--- config.mk ---
export PLATFORM = sky130hd
export DESIGN_NAME = count_sched_flat
export DESIGN_NICKNAME = d
export VERILOG_FILES = /design/src/rtl/count_sched_pkg.sv /design/src/rtl/count_sched_if.sv /design/src/rtl/count_sched_rr_arbiter.sv /design/src/rtl/count_sched.sv /design/src/flat_wrapper.sv
export SDC_FILE = /design/constraint.sdc
export NUM_CORES = 1
export LEC_CHECK = 0
export BUFFER_PORTS_ARGS = -buffer_cell sky130_fd_sc_hd__buf_2
export CORE_MARGIN = 2
export CORE_UTILIZATION = 54
export CTS_CLUSTER_SIZE = 28
export DETAILED_ROUTE_END_ITERATION = 10
export PLACE_DENSITY = 0.85
export SLEW_MARGIN = 0
export SYNTH_ARGS = -nofsm -noshare
export SYNTH_HDL_FRONTEND = slang
export SYNTH_SLANG_ARGS = --single-unit
--- constraint.sdc ---
create_clock -name clk -period 6.65 [get_ports clk]
set_input_delay 1.33 -clock clk [delete_from_list [all_inputs] [get_ports clk]]
set_output_delay 1.33 -clock clk [all_outputs]
set_load 0.02 [all_outputs]
--- src/rtl/count_sched_pkg.sv ---
// Shared types for the count-engine scheduler: FSM states and response error codes.
package count_sched_pkg;

  typedef enum logic [2:0] {
    IDLE      = 3'd0,
    LAUNCH    = 3'd1,
    WAIT_BUSY = 3'd2,
    RUN       = 3'd3,
    RESP      = 3'd4
  } state_e;

  typedef enum logic [1:0] {
    ERR_OK       = 2'b00,
    ERR_START_TO = 2'b01,
    ERR_WDOG     = 2'b10
  } err_e;

endpackage

--- src/rtl/count_sched_if.sv ---
// Requester-side request/response channel of the count-engine scheduler.
interface count_sched_if
  import count_sched_pkg::*;
#(
  parameter int NUM_REQ = 4,
  parameter int TIMER_W = 16,
  parameter int COUNT_W = 5
) ();

  logic [NUM_REQ-1:0]         req_valid;
  logic [NUM_REQ-1:0]         req_ready;
  logic [NUM_REQ*TIMER_W-1:0] req_wait;
  logic [NUM_REQ-1:0]         rsp_valid;
  logic [NUM_REQ-1:0]         rsp_ready;
  logic [COUNT_W-1:0]         rsp_count;
  err_e                       rsp_err;

  modport master (
    output req_valid, req_wait, rsp_ready,
    input  req_ready, rsp_valid, rsp_count, rsp_err
  );

  modport slave (
    input  req_valid, req_wait, rsp_ready,
    output req_ready, rsp_valid, rsp_count, rsp_err
  );

endinterface

--- src/rtl/count_sched_rr_arbiter.sv ---
// Generic round-robin arbiter: picks the first asserted request at or after ptr, wrapping around.
module rr_arbiter #(
  parameter  int N  = 4,
  localparam int IW = (N > 1) ? $clog2(N) : 1
) (
  input  logic [N-1:0]  req,
  input  logic [IW-1:0] ptr,
  output logic [N-1:0]  grant,
  output logic [IW-1:0] grant_idx,
  output logic          any
);

  localparam logic [IW:0] N_W = (IW + 1)'(N);

  logic [IW:0]   sum_s;
  logic [IW-1:0] pos_s;

  // Scan requests starting at ptr; the first hit wins
  always_comb begin
    grant     = '0;
    grant_idx = '0;
    any       = 1'b0;
    sum_s     = '0;
    pos_s     = '0;
    for (int i = 0; i < N; i++) begin
      sum_s = {1'b0, ptr} + (IW + 1)'(i);
      sum_s = (sum_s >= N_W) ? (sum_s - N_W) : sum_s;
      pos_s = sum_s[IW-1:0];
      if (!any && req[pos_s]) begin
        any          = 1'b1;
        grant[pos_s] = 1'b1;
        grant_idx    = pos_s;
      end else begin
        any = any;
      end
    end
  end

endmodule

--- src/rtl/count_sched.sv ---
// Round-robin scheduler sharing one count engine between requesters, with start-timeout
// and run-watchdog supervision and a one-hot valid/ready response back to the owner.
module count_sched
  import count_sched_pkg::*;
#(
  parameter int                NUM_REQ    = 4,
  parameter int                TIMER_W    = 16,
  parameter int                COUNT_W    = 5,
  parameter int                START_TO   = 8,
  parameter int                WDOG_W     = 20,
  parameter logic [WDOG_W-1:0] WDOG_LIMIT = 20'hFFFFF
) (
  input  logic                       clk,
  input  logic                       rst,
  count_sched_if.slave               bus,
  input  logic                       stop_in,
  output logic                       cnt_start,
  output logic                       cnt_flag,
  output logic [TIMER_W-1:0]         cnt_wait_timer,
  input  logic                       cnt_busy,
  input  logic [COUNT_W-1:0]         cnt_count_value,
  output logic                       sched_busy,
  output logic [$clog2(NUM_REQ)-1:0] grant_id
);

  localparam int                 GID_W  = $clog2(NUM_REQ);
  localparam int                 TO_W   = $clog2(START_TO + 1);
  localparam logic [NUM_REQ-1:0] OH_ONE = {{(NUM_REQ - 1){1'b0}}, 1'b1};

  state_e               state_r;
  logic [GID_W-1:0]     rr_ptr_r;
  logic [GID_W-1:0]     grant_id_r;
  logic                 cnt_start_r;
  logic [TIMER_W-1:0]   cnt_wait_timer_r;
  logic [TO_W-1:0]      to_cnt_r;
  logic [WDOG_W-1:0]    wdog_r;
  logic                 abort_r;
  logic                 sched_busy_r;
  logic [NUM_REQ-1:0]   rsp_valid_r;
  logic [COUNT_W-1:0]   rsp_count_r;
  err_e                 rsp_err_r;

  logic [NUM_REQ-1:0]   arb_grant_s;
  logic [GID_W-1:0]     arb_idx_s;
  logic                 arb_any_s;
  logic                 accept_s;
  logic [NUM_REQ-1:0]   req_ready_s;
  logic                 abort_s;
  logic                 flag_s;
  logic                 rsp_done_s;
  logic [TIMER_W-1:0]   sel_wait_s;

  rr_arbiter #(.N(NUM_REQ)) u_rr_arbiter (
    .req       (bus.req_valid),
    .ptr       (rr_ptr_r),
    .grant     (arb_grant_s),
    .grant_idx (arb_idx_s),
    .any       (arb_any_s)
  );

  // Accept decode, stop-flag forwarding and response handshake detect
  always_comb begin
    accept_s    = 1'b0;
    req_ready_s = '0;
    flag_s      = 1'b0;
    abort_s     = abort_r | (wdog_r == WDOG_LIMIT);
    rsp_done_s  = |(rsp_valid_r & bus.rsp_ready);
    sel_wait_s  = bus.req_wait[int'(arb_idx_s)*TIMER_W +: TIMER_W];
    if ((state_r == IDLE) && !rst && !cnt_busy && arb_any_s) begin
      accept_s    = 1'b1;
      req_ready_s = arb_grant_s;
    end else begin
      accept_s    = 1'b0;
      req_ready_s = '0;
    end
    // stop_in passes straight through so the engine sees it in the same cycle
    if ((state_r == RUN) && !rst) begin
      flag_s = stop_in | abort_s;
    end else begin
      flag_s = 1'b0;
    end
  end

  // Scheduler FSM with its timeout/watchdog counters and response capture
  always_ff @(posedge clk) begin
    if (rst) begin
      state_r          <= IDLE;
      rr_ptr_r         <= '0;
      grant_id_r       <= '0;
      cnt_start_r      <= 1'b0;
      cnt_wait_timer_r <= '0;
      to_cnt_r         <= '0;
      wdog_r           <= '0;
      abort_r          <= 1'b0;
      sched_busy_r     <= 1'b0;
      rsp_valid_r      <= '0;
      rsp_count_r      <= '0;
      rsp_err_r        <= ERR_OK;
    end else begin
      case (state_r)
        IDLE: begin
          if (accept_s) begin
            grant_id_r       <= arb_idx_s;
            cnt_wait_timer_r <= sel_wait_s;
            cnt_start_r      <= 1'b1;
            sched_busy_r     <= 1'b1;
            state_r          <= LAUNCH;
          end
        end
        LAUNCH: begin
          cnt_start_r <= 1'b0;
          to_cnt_r    <= '0;
          wdog_r      <= '0;
          abort_r     <= 1'b0;
          state_r     <= WAIT_BUSY;
        end
        WAIT_BUSY: begin
          if (cnt_busy) begin
            state_r <= RUN;
          end else if (to_cnt_r == TO_W'(START_TO - 1)) begin
            rsp_count_r <= '0;
            rsp_err_r   <= ERR_START_TO;
            rsp_valid_r <= OH_ONE << grant_id_r;
            state_r     <= RESP;
          end else begin
            to_cnt_r <= to_cnt_r + TO_W'(1);
          end
        end
        RUN: begin
          // Watchdog freezes at the limit; abort stays set until the response completes
          abort_r <= abort_s;
          if (!abort_s) begin
            wdog_r <= wdog_r + WDOG_W'(1);
          end
          if (!cnt_busy) begin
            rsp_count_r <= cnt_count_value;
            rsp_err_r   <= abort_s ? ERR_WDOG : ERR_OK;
            rsp_valid_r <= OH_ONE << grant_id_r;
            state_r     <= RESP;
          end
        end
        RESP: begin
          if (rsp_done_s) begin
            rsp_valid_r  <= '0;
            abort_r      <= 1'b0;
            sched_busy_r <= 1'b0;
            rr_ptr_r     <= (grant_id_r == GID_W'(NUM_REQ - 1)) ? '0 : (grant_id_r + GID_W'(1));
            state_r      <= IDLE;
          end
        end
        default: begin
          state_r      <= IDLE;
          cnt_start_r  <= 1'b0;
          sched_busy_r <= 1'b0;
          rsp_valid_r  <= '0;
        end
      endcase
    end
  end

  assign bus.req_ready   = req_ready_s;
  assign bus.rsp_valid   = rsp_valid_r;
  assign bus.rsp_count   = rsp_count_r;
  assign bus.rsp_err     = rsp_err_r;
  assign cnt_start       = cnt_start_r;
  assign cnt_flag        = flag_s;
  assign cnt_wait_timer  = cnt_wait_timer_r;
  assign sched_busy      = sched_busy_r;
  assign grant_id        = grant_id_r;

endmodule

--- src/flat_wrapper.sv ---
// flat-port wrapper written by rule: the top's interface ports become plain ports
module count_sched_flat import count_sched_pkg::*;
#(
  parameter int                NUM_REQ    = 4,
  parameter int                TIMER_W    = 16,
  parameter int                COUNT_W    = 5,
  parameter int                START_TO   = 8,
  parameter int                WDOG_W     = 20,
  parameter logic [WDOG_W-1:0] WDOG_LIMIT = 20'hFFFFF
)
  (clk, rst, stop_in, cnt_start, cnt_flag, cnt_wait_timer, cnt_busy, cnt_count_value, sched_busy, grant_id, bus_req_valid, bus_req_wait, bus_rsp_ready, bus_req_ready, bus_rsp_valid, bus_rsp_count, bus_rsp_err);
  count_sched_if #(.NUM_REQ(NUM_REQ), .TIMER_W(TIMER_W), .COUNT_W(COUNT_W)) bus_i ();
  input  logic clk;
  input  logic rst;
  input  logic stop_in;
  output logic cnt_start;
  output logic cnt_flag;
  output logic [TIMER_W-1:0] cnt_wait_timer;
  input  logic cnt_busy;
  input  logic [COUNT_W-1:0] cnt_count_value;
  output logic sched_busy;
  output logic [$clog2(NUM_REQ)-1:0] grant_id;
  input wire logic [$bits(bus_i.req_valid)-1:0] bus_req_valid;
  input wire logic [$bits(bus_i.req_wait)-1:0] bus_req_wait;
  input wire logic [$bits(bus_i.rsp_ready)-1:0] bus_rsp_ready;
  output wire logic [$bits(bus_i.req_ready)-1:0] bus_req_ready;
  output wire logic [$bits(bus_i.rsp_valid)-1:0] bus_rsp_valid;
  output wire logic [$bits(bus_i.rsp_count)-1:0] bus_rsp_count;
  output wire logic [$bits(bus_i.rsp_err)-1:0] bus_rsp_err;
  assign bus_i.req_valid = bus_req_valid;
  assign bus_i.req_wait = bus_req_wait;
  assign bus_i.rsp_ready = bus_rsp_ready;
  assign bus_req_ready = bus_i.req_ready;
  assign bus_rsp_valid = bus_i.rsp_valid;
  assign bus_rsp_count = bus_i.rsp_count;
  assign bus_rsp_err = bus_i.rsp_err;
  count_sched #(.NUM_REQ(NUM_REQ), .TIMER_W(TIMER_W), .COUNT_W(COUNT_W), .START_TO(START_TO), .WDOG_W(WDOG_W), .WDOG_LIMIT(WDOG_LIMIT)) u_core (.clk(clk), .rst(rst), .bus(bus_i), .stop_in(stop_in), .cnt_start(cnt_start), .cnt_flag(cnt_flag), .cnt_wait_timer(cnt_wait_timer), .cnt_busy(cnt_busy), .cnt_count_value(cnt_count_value), .sched_busy(sched_busy), .grant_id(grant_id));
endmodule
# Word-level counts from Yosys, hierarchy flattened
# Cells that the tools add are included.
# W data, S select, Z words.
[classes]
n_addsub = 10
n_lt_le_gt_ge = 12
eq_ne = 15
shift = 2
mux = 66
n_bitwise = 9
n_reduce_logical = 35
[op_table]
columns = ["op", "count"]
rows = [
  ["$shiftx A64 B7 Y16", 1],
  ["$mux W4", 11],
  ["$pmux W20 S2", 1],
  ["$mux W2", 13],
  ["$add A20 B1 Y20 const B", 1],
  ["$eq A20 B20 Y1 const B", 1],
  ["$mux W20", 1],
  ["$mux W1", 16],
  ["$pmux W4 S4", 1],
  ["$mux W3", 5],
  ["$mux W5", 3],
  ["$pmux W3 S5", 1],
  ["$lt A2 B3 Y1 const B", 4],
  ["$or A4 B4 Y4", 3],
  ["$logic_and A1 B1 Y1", 11],
  ["$pmux W5 S2", 1],
  ["$reduce_and A2 Y1", 5],
  ["$ge A3 B3 Y1 const B", 3],
  ["$bmux W1 S2", 4],
  ["$demux W1 S2", 4],
  ["$ge A2 B1 Y1 const B", 4],
  ["$ne A2 B2 Y1 const B", 4],
  ["$pmux W4 S2", 1],
  ["$reduce_and A4 Y1", 2],
  ["other kinds (29)", 48],
]
[word_totals]
regBits = 61
in_bits = 81

# Depth between registers and ports, before layout
[logic_depth]
depth_word = 18
mapped_depth = 13
depth_no_buf = 9

# By module
# From an unflattened synthesis, not the netlist that was laid out.
[unflattened]
hier_cells = 419
hier_area_um2 = 3704.8
[modules_own_cells]
columns = ["mod", "n_inst", "cells_per_inst", "area_each_um2"]
rows = [
  ["count_sched", 1, 374, 3283.1],
  ["rr_arbiter", 1, 45, 421.7],
]

# Worst setup path after synthesis
# Ideal clock, no wire load.
[synth_timing]
kind = "input port to output port"
from = "input bus_req_valid[0]"
to = "output bus_req_ready[0]"
arrival_time_ps = 2722
required_ps = 5320
path_slack_ps = 2598
stages = 6
cell_sequence = "buf_2 -> or3b_1 -> a2111o_1 -> nand3_2 -> a221oi_1 -> nor2_1"
[synth_between]
elab_chain_len = 14
[synth_rtl]
columns = ["item", "line_no", "rtl"]
rows = [
  ["start: declaration", "flat_wrapper.sv:23", "input wire logic [$bits(bus_i.req_valid)-1:0] bus_req_valid;"],
  ["$bmux W1 S2", "count_sched_rr_arbiter.sv:29", "if (!any && req[pos_s]) begin"],
  ["$mux W1 (implied by the code)", "count_sched_rr_arbiter.sv:29", ""],
  ["$mux W1", "count_sched_rr_arbiter.sv:29", ""],
  ["$logic_not A1 Y1", "count_sched_rr_arbiter.sv:29", ""],
  ["$logic_and A1 B1 Y1", "count_sched_rr_arbiter.sv:29", ""],
  ["$mux W1", "count_sched_rr_arbiter.sv:29", ""],
  ["$logic_not A1 Y1", "count_sched_rr_arbiter.sv:29", ""],
  ["$logic_and A1 B1 Y1", "count_sched_rr_arbiter.sv:29", ""],
  ["$mux W1", "count_sched_rr_arbiter.sv:29", ""],
  ["$logic_not A1 Y1", "count_sched_rr_arbiter.sv:29", ""],
  ["$logic_and A1 B1 Y1", "count_sched_rr_arbiter.sv:29", ""],
  ["$mux W1", "count_sched_rr_arbiter.sv:29", ""],
  ["$logic_and A1 B1 Y1", "count_sched.sv:69", "if ((state_r == IDLE) && !rst && !cnt_busy && arb_any_s) begin"],
  ["$mux W4 *", "count_sched.sv:69", ""],
  ["end: declaration", "flat_wrapper.sv:26", "output wire logic [$bits(bus_i.req_ready)-1:0] bus_req_ready;"],
]
# Every way passes the cells marked *; elsewhere a longest branch is shown, timed or not. The select of a mux whose other input is x is not followed.

# Worst setup path in the final report
[layout_timing]
from = "register u_core.rr_ptr_r[0]"
to = "output bus_req_ready[1]"
[layout_between]
elab_chain_len = 16
[layout_rtl]
columns = ["item", "line_no", "rtl"]
rows = [
  ["start: declaration", "count_sched.sv:31", "logic [GID_W-1:0] rr_ptr_r;"],
  ["start signal: assignment", "count_sched.sv:147", "rr_ptr_r <= (grant_id_r == GID_W'(NUM_REQ - 1)) ? '0 : (grant_id_r + GID_W'(1));"],
  ["parallel branches: the longest is 15 deep, another holds $add A2 B1 Y3", "-", ""],
  ["$mux W4 *", "count_sched.sv:69", ""],
]
# Every way passes the cells marked *. The select of a mux whose other input is x is not followed.

==> impl_metrics.prom <==
# TYPE chip_impl_metric gauge
chip_impl_metric{name="finalPower",unit="mW"} 0.8086
chip_impl_metric{name="dieHeight",unit="µm"} 83.97
chip_impl_metric{name="p_leak",unit="nW"} 2.001
chip_impl_info{name="rsz_0062_raised_after_global_routing",value="false"} 1
chip_impl_metric{name="worstMarginPinSlew",unit="ns"} 1.072
chip_impl_metric{name="ys_ff_latch",unit=""} 61
chip_impl_metric{name="row_count",unit=""} 29
chip_impl_metric{name="synthCells",unit=""} 401
chip_impl_metric{name="switching_share",unit="%"} 26.91
chip_impl_metric{name="fp.dieW",unit="µm"} 83.97
chip_impl_metric{name="final_critical_path_setup_slack",unit="ns"} 2.103
chip_impl_metric{name="vias_per_cell",unit=""} 5.692
chip_impl_metric{name="reg2regPathDepth",unit=""} 9
chip_impl_metric{name="hold_viol",unit=""} 0
chip_impl_metric{name="max-vdd-ir-drop",unit="mV"} 0.1548
chip_impl_metric{name="clock_sink_count",unit=""} 61
chip_impl_metric{name="p_clk_share",unit="%"} 35.8
chip_impl_metric{name="timing.max_cap.violations",unit=""} 0
chip_impl_metric{name="postSynthNetCount",unit=""} 495
chip_impl_metric{name="fp.dieArea",unit="µm²"} 7051
chip_impl_metric{name="switching_power",unit="mW"} 0.2176
chip_impl_metric{name="synth-edff-count",unit=""} 0
chip_impl_metric{name="timing.final.crit_period",unit="ns"} 4.547
chip_impl_info{name="status",value="finished, final reports clean"} 1
chip_impl_info{name="final_common_cell",value="buf_2"} 1
chip_impl_metric{name="cp_max_fo",unit=""} 16
chip_impl_metric{name="timing.clock.skew",unit="ns"} 0.005731
chip_impl_metric{name="postRouteAntennaNets",unit=""} 0
chip_impl_metric{name="drc_errors",unit=""} 0
chip_impl_metric{name="synth.avg_cell_area",unit="µm²"} 8.612
chip_impl_info{name="worst_setup_path_end_kind",value="primary output"} 1
chip_impl_metric{name="grt_pass1_wl",unit="µm"} 14090
chip_impl_metric{name="ios",unit=""} 117
chip_impl_metric{name="synth-warning-count",unit=""} 0
chip_impl_info{name="final_cell_mix",value="116 x buf_2, 61 x nor2_1, 61 x dfxtp_1, 39 x mux2i_1, 29 x nand2_1"} 1
chip_impl_info{name="critical_path_launch_point_type",value="register"} 1
chip_impl_info{name="synth.area.top_cells",value="dfxtp_1 35%, mux2i_1 11%, nor2_1 6.6%, ha_1 4.7%, a21o_1 3.7%"} 1
chip_impl_metric{name="port_buffers",unit=""} 116
chip_impl_metric{name="yosys.cell_types.count",unit=""} 49
chip_impl_metric{name="vias_in_the_first_global_route",unit=""} 3150
chip_impl_metric{name="timing.hold.worst_path_depth",unit=""} 1
chip_impl_info{name="predominant_post_synthesis_flop_cell",value="dfxtp_1"} 1
chip_impl_metric{name="synthDominantCellAreaShare",unit="%"} 35.36
chip_impl_metric{name="setup_tns",unit="ns"} 0
chip_impl_metric{name="routed_wl",unit="µm"} 8320
chip_impl_metric{name="report.final.slew_viol_count",unit=""} 0
chip_impl_metric{name="internal_power",unit="mW"} 0.5910
chip_impl_metric{name="antenna_violations_before_repair",unit=""} 0
chip_impl_info{name="synth_top_cell_by_area",value="dfxtp_1"} 1
chip_impl_info{name="hold_end",value="u_core.cnt_wait_timer[12]"} 1
chip_impl_metric{name="drt-wirelength-per-cell",unit="µm"} 14.15
chip_impl_info{name="hold_start",value="u_core.cnt_wait_timer[12]"} 1
chip_impl_metric{name="post_cts.repair.setup_buffers",unit=""} 0
chip_impl_metric{name="comb_power_share",unit="%"} 15.9
chip_impl_metric{name="drtIter0Drc",unit=""} 271
chip_impl_metric{name="clk-insertion-delay-late",unit="ns"} 0.34
chip_impl_metric{name="clock_transition_at_the_register_clock_pins_on_the_worst_setup_and_hold_paths_after_cts",unit="ns"} 0.06
chip_impl_metric{name="dp_hpwl",unit="µm"} 6322
chip_impl_metric{name="nFillCells",unit=""} 513
chip_impl_info{name="worst_r2r_endpoint",value="u_core.cnt_wait_timer[15]"} 1
chip_impl_metric{name="groute.usage.overall",unit="%"} 24.39
chip_impl_metric{name="finish.net_count",unit=""} 600
chip_impl_metric{name="critPathArrivalTime",unit="ns"} 3.22
chip_impl_metric{name="core-area",unit="µm²"} 6277
chip_impl_info{name="critical_path.reg2reg.startpoint",value="u_core.rr_ptr_r[0]"} 1
chip_impl_metric{name="synth_seq_area_share",unit="%"} 35.36
chip_impl_metric{name="cts.htree.levels",unit=""} 3
chip_impl_metric{name="layout_worst_path_cycle_share",unit="%"} 68.38
chip_impl_metric{name="starting_density",unit="%"} 55.01
chip_impl_info{name="worstSetupPathType",value="reg -> out"} 1
chip_impl_metric{name="setup_viol",unit=""} 0
chip_impl_metric{name="dr.pass1.iters",unit=""} 4
chip_impl_metric{name="num_vias",unit=""} 3347
chip_impl_info{name="min_path_type",value="reg -> reg"} 1
chip_impl_metric{name="clk_path_buf_depth",unit=""} 2
chip_impl_metric{name="antenna-diode-count",unit=""} 0
chip_impl_metric{name="post_cts_resized",unit=""} 0
chip_impl_metric{name="pwr-share-seq",unit="%"} 48.3
chip_impl_info{name="cts.root.buffer_cell",value="clkbuf_8"} 1
chip_impl_metric{name="syn-cell-area",unit="µm²"} 3453
chip_impl_metric{name="layout-drive-gt1-share",unit="%"} 27.01
chip_impl_metric{name="postCtsHoldBufs",unit=""} 0
chip_impl_metric{name="rrSetupSlack",unit="ns"} 3.21
chip_impl_metric{name="routabilityCongestion",unit=""} 0.8402
chip_impl_metric{name="max-slew-margin-rel",unit="%"} 28.25
chip_impl_metric{name="fmax",unit="MHz"} 219.9
chip_impl_metric{name="fraction_of_registers_with_async_set_reset",unit="%"} 0
chip_impl_metric{name="fin_util",unit="%"} 66.33
chip_impl_metric{name="cts_inserted_buffers",unit=""} 9
chip_impl_metric{name="pwr_density_cell",unit="nW/µm²"} 194.2
chip_impl_info{name="tritoncts",value="yes"} 1
chip_impl_metric{name="final_global_route_overflow_total",unit=""} 0
chip_impl_metric{name="maximum_number_of_pins_on_one_net_before_global_route_repair",unit=""} 31
chip_impl_metric{name="timing.critical_path.required",unit="ns"} 5.32
chip_impl_metric{name="syn_to_final_growth",unit="%"} 20.58
chip_impl_metric{name="place_worst_setup_slack",unit="ns"} 2.464
## metrics by stage
stage / instance area [µm²] / std cells / hold WS [ns]
floorplan: 3453 / 401 / 0.4494
global placement: 3993 / 572 / 0.4312
detailed placement: 3993 / 572 / 0.4379
CTS: 4164 / 588 / 0.4523
global route: 4164 / 588 / 0.4625
finish: 4164 / 588 / 0.4465
## Yosys cell counts, types with 2 or more instances
master / n
nor2b_1: 3
o211ai_1: 2
mux2i_1: 39
a221oi_1: 4
o22ai_1: 16
o21ai_1: 3
ha_1: 13
mux4_2: 2
a21o_1: 17
nand3b_1: 2
nand2_1: 29
nor2_1: 61
nand2b_1: 4
a21oi_1: 19
a211oi_1: 4
nand4b_1: 4
buf_6: 7
a22oi_1: 8
nand4_1: 7
xnor2_1: 12
clkbuf_1: 10
nor4_1: 3
buf_2: 5
o21ai_0: 5
xor2_1: 4
nor3_1: 9
and3_1: 3
or3_1: 3
dfxtp_1: 61
nand3_1: 11
inv_1: 11
a31oi_1: 3
## routing by layer
layer | track usage (%) | vias to the layer above | part of all wire, %
met2 | 40.58 | 140 | 49
met1 | 29.68 | 1550 | 43
li1 | - | 1641 | -
met5 | 0 | - | 0
met4 | 10.85 | 0 | 2.1
met3 | 6.231 | 16 | 6.2
## power by group through the flow
stage | sequential, mW | combinational, mW | clock (mW)
finish | 0.391 | 0.128 | 0.289
global route | 0.392 | 0.140 | 0.315
CTS | 0.390 | 0.129 | 0.297
detailed placement | 0.398 | 0.129 | 0
global placement | 0.398 | 0.125 | 0
floorplan | 0.411 | 0.0680 | 0
## registers in the layout (all words and copies together) (netlist names)
name,count
u_core.abort_r,1
u_core.bus.rsp_count,5
u_core.bus.rsp_err,2
u_core.bus.rsp_valid,4
u_core.cnt_start,1
u_core.cnt_wait_timer,16
u_core.grant_id,2
u_core.rr_ptr_r,2
u_core.sched_busy,1
u_core.state_r,3
u_core.to_cnt_r,4
u_core.wdog_r,20
## worst max-delay path: stages (launching register included)
cell	delay (ns)
dfxtp_1	0.70
inv_1	0.21
ha_1	0.53
mux4_2	0.65
a22oi_1	0.23
nor2_1	0.07
a221oi_1	0.26
nor2_1	0.07
buf_2	0.16
## area by class of cell
| type | count | area, µm² | share of cell area [%] |
|---|---|---|---|
| inverter | 11 | 41.29 | 0.9916 |
| timing repair buffer | 117 | 588.1 | 14.12 |
| tap | 77 | 96.34 | 2.314 |
| sequential | 61 | 1221 | 29.33 |
| clock buffer | 15 | 166.4 | 3.996 |
| multi-input combinational | 306 | 2046 | 49.13 |
| clock inverter | 1 | 5.005 | 0.1202 |
## kinds of logic after synthesis
kind of cell | count (synthesis) | share of synthesized area [%]
flip-flops | 61 | 35.36
AND/OR/NAND/NOR | 146 | 20.04
multiplexers | 42 | 12.93
buffers and inverters | 34 | 5.399
XOR/XNOR | 16 | 4.058
adder cells (fa/ha/maj) | 13 | 4.710
AO/OA/AOI/OAI | 89 | 17.50
## worst max path at each step
stage                     slack [ns]                from  cells after the start               end
after floorplan                 2.60    bus_req_valid[0]                      6  bus_req_ready[0]
after global placement          2.57    bus_req_valid[1]                      8  bus_req_ready[3]
after detailed placement        2.46  u_core.rr_ptr_r[0]                      8  bus_req_ready[1]
after CTS                       2.10  u_core.rr_ptr_r[0]                      8  bus_req_ready[1]
after global routing            1.85  u_core.rr_ptr_r[0]                      8  bus_req_ready[1]
final                           2.10  u_core.rr_ptr_r[0]                      8  bus_req_ready[1]
(Power assumes the default switching activity.)
